--- src/rtl/cu_read_command_arbiter_pkg.sv ---
// Shared compute-unit types: command/response buffer lines, buffer status
// and the read-command arbiter state encoding.
package cu_pkg;

  localparam int CU_ID_W = 8;
  localparam int CU_READ_ARB_MAX_OUTSTANDING = 32;

  typedef struct packed {
    logic               valid;
    logic [CU_ID_W-1:0] cu_id;
    logic [15:0]        tag;
    logic [63:0]        address;
  } CommandBufferLine;

  typedef struct packed {
    logic             valid;
    CommandBufferLine cmd;
    logic [1:0]       response;
  } ResponseBufferLine;

  typedef struct packed {
    logic alfull;
    logic full;
    logic empty;
  } BufferStatus;

  typedef enum logic [1:0] {
    IDLE,
    ACTIVE,
    DRAIN
  } ArbiterState;

endpackage

--- src/rtl/cu_read_command_arbiter_rr.sv ---
// Combinational round-robin picker: first set request at or after ptr_i,
// wrapping modulo NUM_REQUESTORS.
module round_robin_priority_arbiter #(
  parameter int NUM_REQUESTORS = 4,
  localparam int PTR_W = (NUM_REQUESTORS > 1) ? $clog2(NUM_REQUESTORS) : 1
)(
  input  logic [NUM_REQUESTORS-1:0] request_i,
  input  logic [PTR_W-1:0]          ptr_i,
  output logic [NUM_REQUESTORS-1:0] grant_o
);

  int         idx;
  logic [PTR_W-1:0] sel;

  // Scan farthest-first so the nearest requester overwrites earlier picks.
  always_comb begin
    grant_o = '0;
    idx     = 0;
    sel     = '0;
    for (int k = NUM_REQUESTORS - 1; k >= 0; k--) begin
      idx = int'(ptr_i) + k;
      if (idx >= NUM_REQUESTORS) idx = idx - NUM_REQUESTORS;
      sel = PTR_W'(idx);
      if (request_i[sel]) begin
        grant_o      = '0;
        grant_o[sel] = 1'b1;
      end
    end
  end

endmodule

--- src/rtl/cu_read_command_arbiter.sv ---
// Round-robin read-command arbiter with global credit limit, per-CU
// outstanding tracking and an idle/active/drain handshake.
module cu_read_command_arbiter
  import cu_pkg::*;
#(
  parameter int NUM_REQUESTORS  = 4,
  parameter int MAX_OUTSTANDING = CU_READ_ARB_MAX_OUTSTANDING,
  parameter int CNT_W           = $clog2(MAX_OUTSTANDING + 1)
)(
  input  logic                                clock,
  input  logic                                rst,
  input  logic                                enabled_in,
  input  logic [NUM_REQUESTORS-1:0]           request_in,
  input  CommandBufferLine [NUM_REQUESTORS-1:0] command_in,
  output logic [NUM_REQUESTORS-1:0]           grant_out,
  input  BufferStatus                         command_buffer_status,
  input  ResponseBufferLine                   read_response_in,
  output CommandBufferLine                    command_out,
  output logic [CNT_W-1:0]                    outstanding_count,
  output logic [NUM_REQUESTORS-1:0]           requester_idle_out,
  output logic                                drained_out,
  output logic                                error_out
);

  localparam int PTR_W = (NUM_REQUESTORS > 1) ? $clog2(NUM_REQUESTORS) : 1;
  localparam logic [CNT_W-1:0]   MAX_CNT = CNT_W'(MAX_OUTSTANDING);
  localparam logic [CU_ID_W-1:0] NUM_ID  = CU_ID_W'(NUM_REQUESTORS);

  ArbiterState state_q, state_d;
  logic [PTR_W-1:0] ptr_q, ptr_d;
  logic [CNT_W-1:0] out_cnt_q, out_cnt_d;
  logic [NUM_REQUESTORS-1:0][CNT_W-1:0] req_cnt_q, req_cnt_d;
  logic [NUM_REQUESTORS-1:0] idle_q, idle_d;
  logic err_q, err_d;
  CommandBufferLine cmd_q, cmd_d;

  logic [NUM_REQUESTORS-1:0] arb_grant;
  logic [PTR_W-1:0]          winner;
  CommandBufferLine          win_cmd;
  logic                      issue;
  logic                      resp_v;
  logic [CU_ID_W-1:0]        resp_id;
  logic                      bad_id;
  logic                      g_under;
  logic                      r_under;

  round_robin_priority_arbiter #(
    .NUM_REQUESTORS(NUM_REQUESTORS)
  ) u_rr (
    .request_i(request_in),
    .ptr_i    (ptr_q),
    .grant_o  (arb_grant)
  );

  assign resp_v  = read_response_in.valid;
  assign resp_id = read_response_in.cmd.cu_id;
  assign bad_id  = resp_v && (resp_id >= NUM_ID);

  // Credit check uses the registered count, so a freed credit is usable
  // only on the following cycle.
  assign issue = (state_q == ACTIVE) && enabled_in &&
                 !command_buffer_status.alfull &&
                 (out_cnt_q < MAX_CNT) && (|request_in);

  assign grant_out = issue ? arb_grant : '0;

  always_comb begin
    winner  = '0;
    win_cmd = '0;
    for (int i = 0; i < NUM_REQUESTORS; i++) begin
      if (arb_grant[i]) begin
        winner  = PTR_W'(i);
        win_cmd = command_in[i];
      end
    end
  end

  always_comb begin
    ptr_d = ptr_q;
    cmd_d = '0;
    if (issue) begin
      ptr_d = (winner == PTR_W'(NUM_REQUESTORS - 1)) ?
              '0 : winner + PTR_W'(1);
      cmd_d       = win_cmd;
      cmd_d.valid = 1'b1;
    end
  end

  always_comb begin
    out_cnt_d = out_cnt_q;
    g_under   = 1'b0;
    unique case ({issue, resp_v})
      2'b10: out_cnt_d = out_cnt_q + CNT_W'(1);
      2'b01: begin
        if (out_cnt_q == '0) g_under = 1'b1;
        else out_cnt_d = out_cnt_q - CNT_W'(1);
      end
      default: out_cnt_d = out_cnt_q;
    endcase
  end

  always_comb begin
    req_cnt_d = req_cnt_q;
    idle_d    = '0;
    r_under   = 1'b0;
    for (int i = 0; i < NUM_REQUESTORS; i++) begin
      if (issue && arb_grant[i] &&
          !(resp_v && resp_id == CU_ID_W'(i))) begin
        req_cnt_d[i] = req_cnt_q[i] + CNT_W'(1);
      end else if (resp_v && resp_id == CU_ID_W'(i) &&
                   !(issue && arb_grant[i])) begin
        if (req_cnt_q[i] == '0) r_under = 1'b1;
        else req_cnt_d[i] = req_cnt_q[i] - CNT_W'(1);
      end
      idle_d[i] = (req_cnt_d[i] == '0);
    end
  end

  assign err_d = err_q | g_under | r_under | bad_id;

  always_comb begin
    state_d = state_q;
    unique case (state_q)
      IDLE: begin
        if (enabled_in) state_d = ACTIVE;
      end
      ACTIVE: begin
        if (!enabled_in) state_d = (out_cnt_q == '0) ? IDLE : DRAIN;
      end
      DRAIN: begin
        if (enabled_in) state_d = ACTIVE;
        else if (out_cnt_q == '0) state_d = IDLE;
      end
      default: state_d = IDLE;
    endcase
  end

  always_ff @(posedge clock or posedge rst) begin
    if (rst) begin
      state_q   <= IDLE;
      ptr_q     <= '0;
      out_cnt_q <= '0;
      req_cnt_q <= '0;
      idle_q    <= '1;
      err_q     <= 1'b0;
      cmd_q     <= '0;
    end else begin
      state_q   <= state_d;
      ptr_q     <= ptr_d;
      out_cnt_q <= out_cnt_d;
      req_cnt_q <= req_cnt_d;
      idle_q    <= idle_d;
      err_q     <= err_d;
      cmd_q     <= cmd_d;
    end
  end

  assign command_out        = cmd_q;
  assign outstanding_count  = out_cnt_q;
  assign requester_idle_out = idle_q;
  assign drained_out        = (state_q == IDLE);
  assign error_out          = err_q;

endmodule

--- config.mk ---
export PLATFORM = sky130hd
export DESIGN_NAME = cu_read_command_arbiter
export DESIGN_NICKNAME = d
export VERILOG_FILES = /design/src/rtl/cu_read_command_arbiter_pkg.sv /design/src/rtl/cu_read_command_arbiter_rr.sv /design/src/rtl/cu_read_command_arbiter.sv
export SDC_FILE = /design/constraint.sdc
export NUM_CORES = 1
export LEC_CHECK = 0
export BUFFER_PORTS_ARGS = -buffer_cell sky130_fd_sc_hd__buf_2
export CORE_AREA = 2 2 222 224
export CTS_BUF_LIST = sky130_fd_sc_hd__clkbuf_8
export CTS_CLUSTER_SIZE = 28
export DETAILED_ROUTE_END_ITERATION = 10
export DIE_AREA = 0 0 224 226
export PLACE_DENSITY = 0.41
export SLEW_MARGIN = 40
export SYNTH_ARGS = -nofsm -noshare
export SYNTH_HDL_FRONTEND = slang
export SYNTH_SLANG_ARGS = --single-unit
--- constraint.sdc ---
create_clock -name clock -period 14.6 [get_ports clock]
set_input_delay 4.38 -clock clock [delete_from_list [all_inputs] [get_ports clock]]
set_output_delay 4.38 -clock clock [all_outputs]
set_load 0.05 [all_outputs]
==> results.py <==
metrics = {
    "power": {
        "peakVddDrop_mv": 0.137,
        "internal-power_uw": 1040,
        "clock_power_share_pct": 16.8,
        "seqPwrFrac_pct": 21.6,
        "powerDensity_nw_per_um2": 190,
        "combPwrFrac_pct": 61.6,
        "power.switching_uw": 1090,
        "p_sw_share_pct": 51.1,
        "p_leak_uw": 0.00564,
    },
    "hold_path": {
        "min_path_type": "flip-flop to flip-flop",
        "hp-start": "state_q[0]$_DFFE_PP0P_",
    },
    "critical_path": {
        "cp-start-kind": "input pin",
        "max_stage_delay_ns": 0.69,
        "crit_fanout": 48,
        "rr_startpoint": "ptr_q[0]$_DFFE_PP0P_",
        "crit_type": "input pin to output pin",
        "end_kind": "output pin",
        "critPathSlowestCell": "clkinv_2",
        "arrival_ns": 7.06,
        "crit_start": "request_in[3]",
        "path_common_cell": "buf_2",
        "required_ns": 10.22,
        "path_cells": "buf_2, mux4_1, a21oi_1, a221oi_2, o21ai_2, clkinv_2, buf_2",
    },
    "sta": {
        "setup_viol": 0,
        "rsz0062_at_grt": "false",
        "final-max-slew-violation-count": 0,
        "final_hold_viol_count": 0,
        "slew_headroom_pct": 46.5,
        "fin_crit_sh_pct": 78.4,
        "skew_ns": 0.0184,
        "max_freq_mhz": 87.4,
        "setup_tns_ns": 0,
        "max_slew.worst_pin.slew_ns": 0.802,
        "fin_crit_ns": 11.44,
        "whs_ns": 0.545,
    },
    "synthesis": {
        "yosysUniqueCellTypes": 73,
        "synth_area_leaders": "dfrtp_1 40%, a22o_1 10%, a22oi_1 8.8%",
        "synth.net_count": 1331,
        "syn-cell-area_sq_um": 7740,
        "ys_warn_count": 0,
        "synth_edf_count": 0,
        "synth_commonest_cells": "124 x dfrtp_1, 113 x a21oi_1, 110 x nor2_1, 91 x a22o_1, 91 x a22oi_1",
        "yosysMostFrequentCell": "dfrtp_1",
        "yosys.area.top_type": "dfrtp_1",
        "synth_top_area_share_pct": 40.1,
        "synth_flop_cell": "dfrtp_1",
        "ys_seq_area_share_pct": 41.4,
        "avgSynthCellArea_sq_um": 9.12,
        "async_flop_share_pct": 100,
        "synthCells": 849,
        "ys_ff_latch": 128,
    },
    "grt": {
        "grt.overflow.total": 0,
        "track_usage_pct": 13.2,
        "grt_max_degree": 92,
        "antenna_found_initial": 8,
        "grt_pass1_vias": 8327,
        "grt_pass1_wl_microns": 49400,
    },
    "run": {
        "cap_violations": 0,
    },
    "status": {
        "outcome": "completed",
    },
    "placed_design": {
        "io_buffers": 473,
        "place_hpwl_microns": 26000,
        "gp_congestion": 0.816,
    },
    "floorplanning": {
        "ios": 563,
        "die_area_sq_um": 50600,
        "num_rows": 81,
        "die_x_microns": 224,
        "dieHeight_microns": 226,
        "core_sq_um": 48300,
        "initial_core_util_pct": 16.0,
    },
    "cts": {
        "cts_buffers": 17,
        "post-cts-setup-buffers": 0,
        "clockRootBuffer": "clkbuf_8",
        "cts_hold_buf": 0,
        "clk_latency_ns": 0.55,
        "clk_path_buf_depth": 2,
        "clkTransAtPathRegs_ns": 0.08,
        "htreeDepth": 4,
        "postCtsResizedCells": 0,
        "cts.sinks": 128,
        "cts_tree": "done",
    },
    "route": {
        "drcViolationCount": 0,
        "drtIter0Drc": 403,
        "wl_per_cell_microns": 17.4,
        "first_pass_iters": 5,
        "finalWirelength_microns": 33500,
        "final_antenna_net_count": 0,
        "num_vias": 8428,
        "vias_per_cell": 4.38,
    },
    "finish": {
        "fill_cells": 5304,
        "drive_gt1_share_pct": 41.6,
        "area_growth_pct": 44.8,
        "final_nets": 1770,
    },
}
cell type report:
type | count | area (sq um) | area share, %
tap | 622 | 778 | 6.94
clock buffer | 18 | 248 | 2.21
multi-input combinational | 628 | 4200 | 37.5
timing repair buffer | 482 | 2450 | 21.9
sequential | 128 | 3210 | 28.6
inverter | 31 | 123 | 1.09
antenna | 2 | 5.00 | 0.0446
clock inverter | 14 | 190 | 1.70
power groups by stage:
stage	sequential, uW	clock, uW	combinational (uW)
3_3_place_gp	466	0	1310
6_report	459	357	1310
3_5_place_dp	466	0	1320
4_1_cts	460	383	1320
2_1_floorplan	591	0	845
5_1_grt	468	393	1460
flip-flops by register name (all words and copies together), names as in the netlist:
signal,flops
error_out,1
state_q,2
ptr_q,2
outstanding_count,6
requester_idle_out,4
req_cnt_q,24
command_out,89
cell usage in the layout, fill, tap and decap left out, types with 6 or more instances in the layout:
master,n
nor3_1,11
nand3_1,16
xnor2_1,7
clkbuf_8,18
a22o_1,91
buf_2,473
dfrtp_1,124
nand2_1,25
inv_1,30
buf_4,6
o211ai_1,6
a22oi_1,91
and3_1,6
ha_1,23
nor4_1,7
a21oi_1,113
nor2_1,109
o21ai_0,13
nand3b_1,7
per-stage QoR:
| stage | util [%] | area (sq um) | std cells | power [uW] | setup slack, ns |
|---|---|---|---|---|---|
| after global placement | 22.2 | 10700 | 1890 | 1780 | 3.17 |
| after CTS | 23.2 | 11200 | 1923 | 2170 | 3.08 |
| after floorplan | - | 7740 | 849 | 1440 | 3.69 |
| after global routing | 23.2 | 11200 | 1924 | 2320 | 3.00 |
| final | 23.2 | 11200 | 1925 | 2130 | 3.16 |
| after detailed placement | 22.3 | 10800 | 1891 | 1780 | 3.10 |
per-layer routing:
layer / GRT usage [%] / up-vias / share of wire [%]
met2: 22.2 / 313 / 49
li1: - / 4094 / -
met5: 0 / - / 0.17
met4: 6.86 / 10 / 3.4
met1: 14.9 / 3956 / 40
met3: 4.33 / 55 / 7.2
worst paths after layout:
path,end,slack [ns],depth (start not counted)
setup / recovery,grant_out[3],3.16,7
max in group asynchronous,command_out[50]$_DFF_PP0_,9.58,4
setup reg to reg,requester_idle_out[3]$_DFF_PP1_,9.78,11
min in group asynchronous,command_out[88]$_DFF_PP0_,3.91,2
hold / removal,state_q[0]$_DFFE_PP0P_,0.55,1
hold reg to reg,state_q[0]$_DFFE_PP0P_,0.55,1
cells by family (layout without fill, tap and decap cells):
group,after synthesis,after routing,synth area share [%]
buffers and inverters,93,545,4.59
XOR/XNOR,9,9,1.02
flip-flops,128,128,41.4
AO/OA/AOI/OAI,366,366,33.5
AND/OR/NAND/NOR,222,222,13.8
multiplexers,7,7,1.68
adder cells (fa/ha/maj),24,24,3.98
other,0,2,0
worst max-delay path, delay by kind of cell:
family                 cells  cell delay [ns]
buffers and inverters      3             1.29
AO/OA/AOI/OAI              3             0.70
multiplexers               1             0.65
Power figures use the tool's default switching activity.
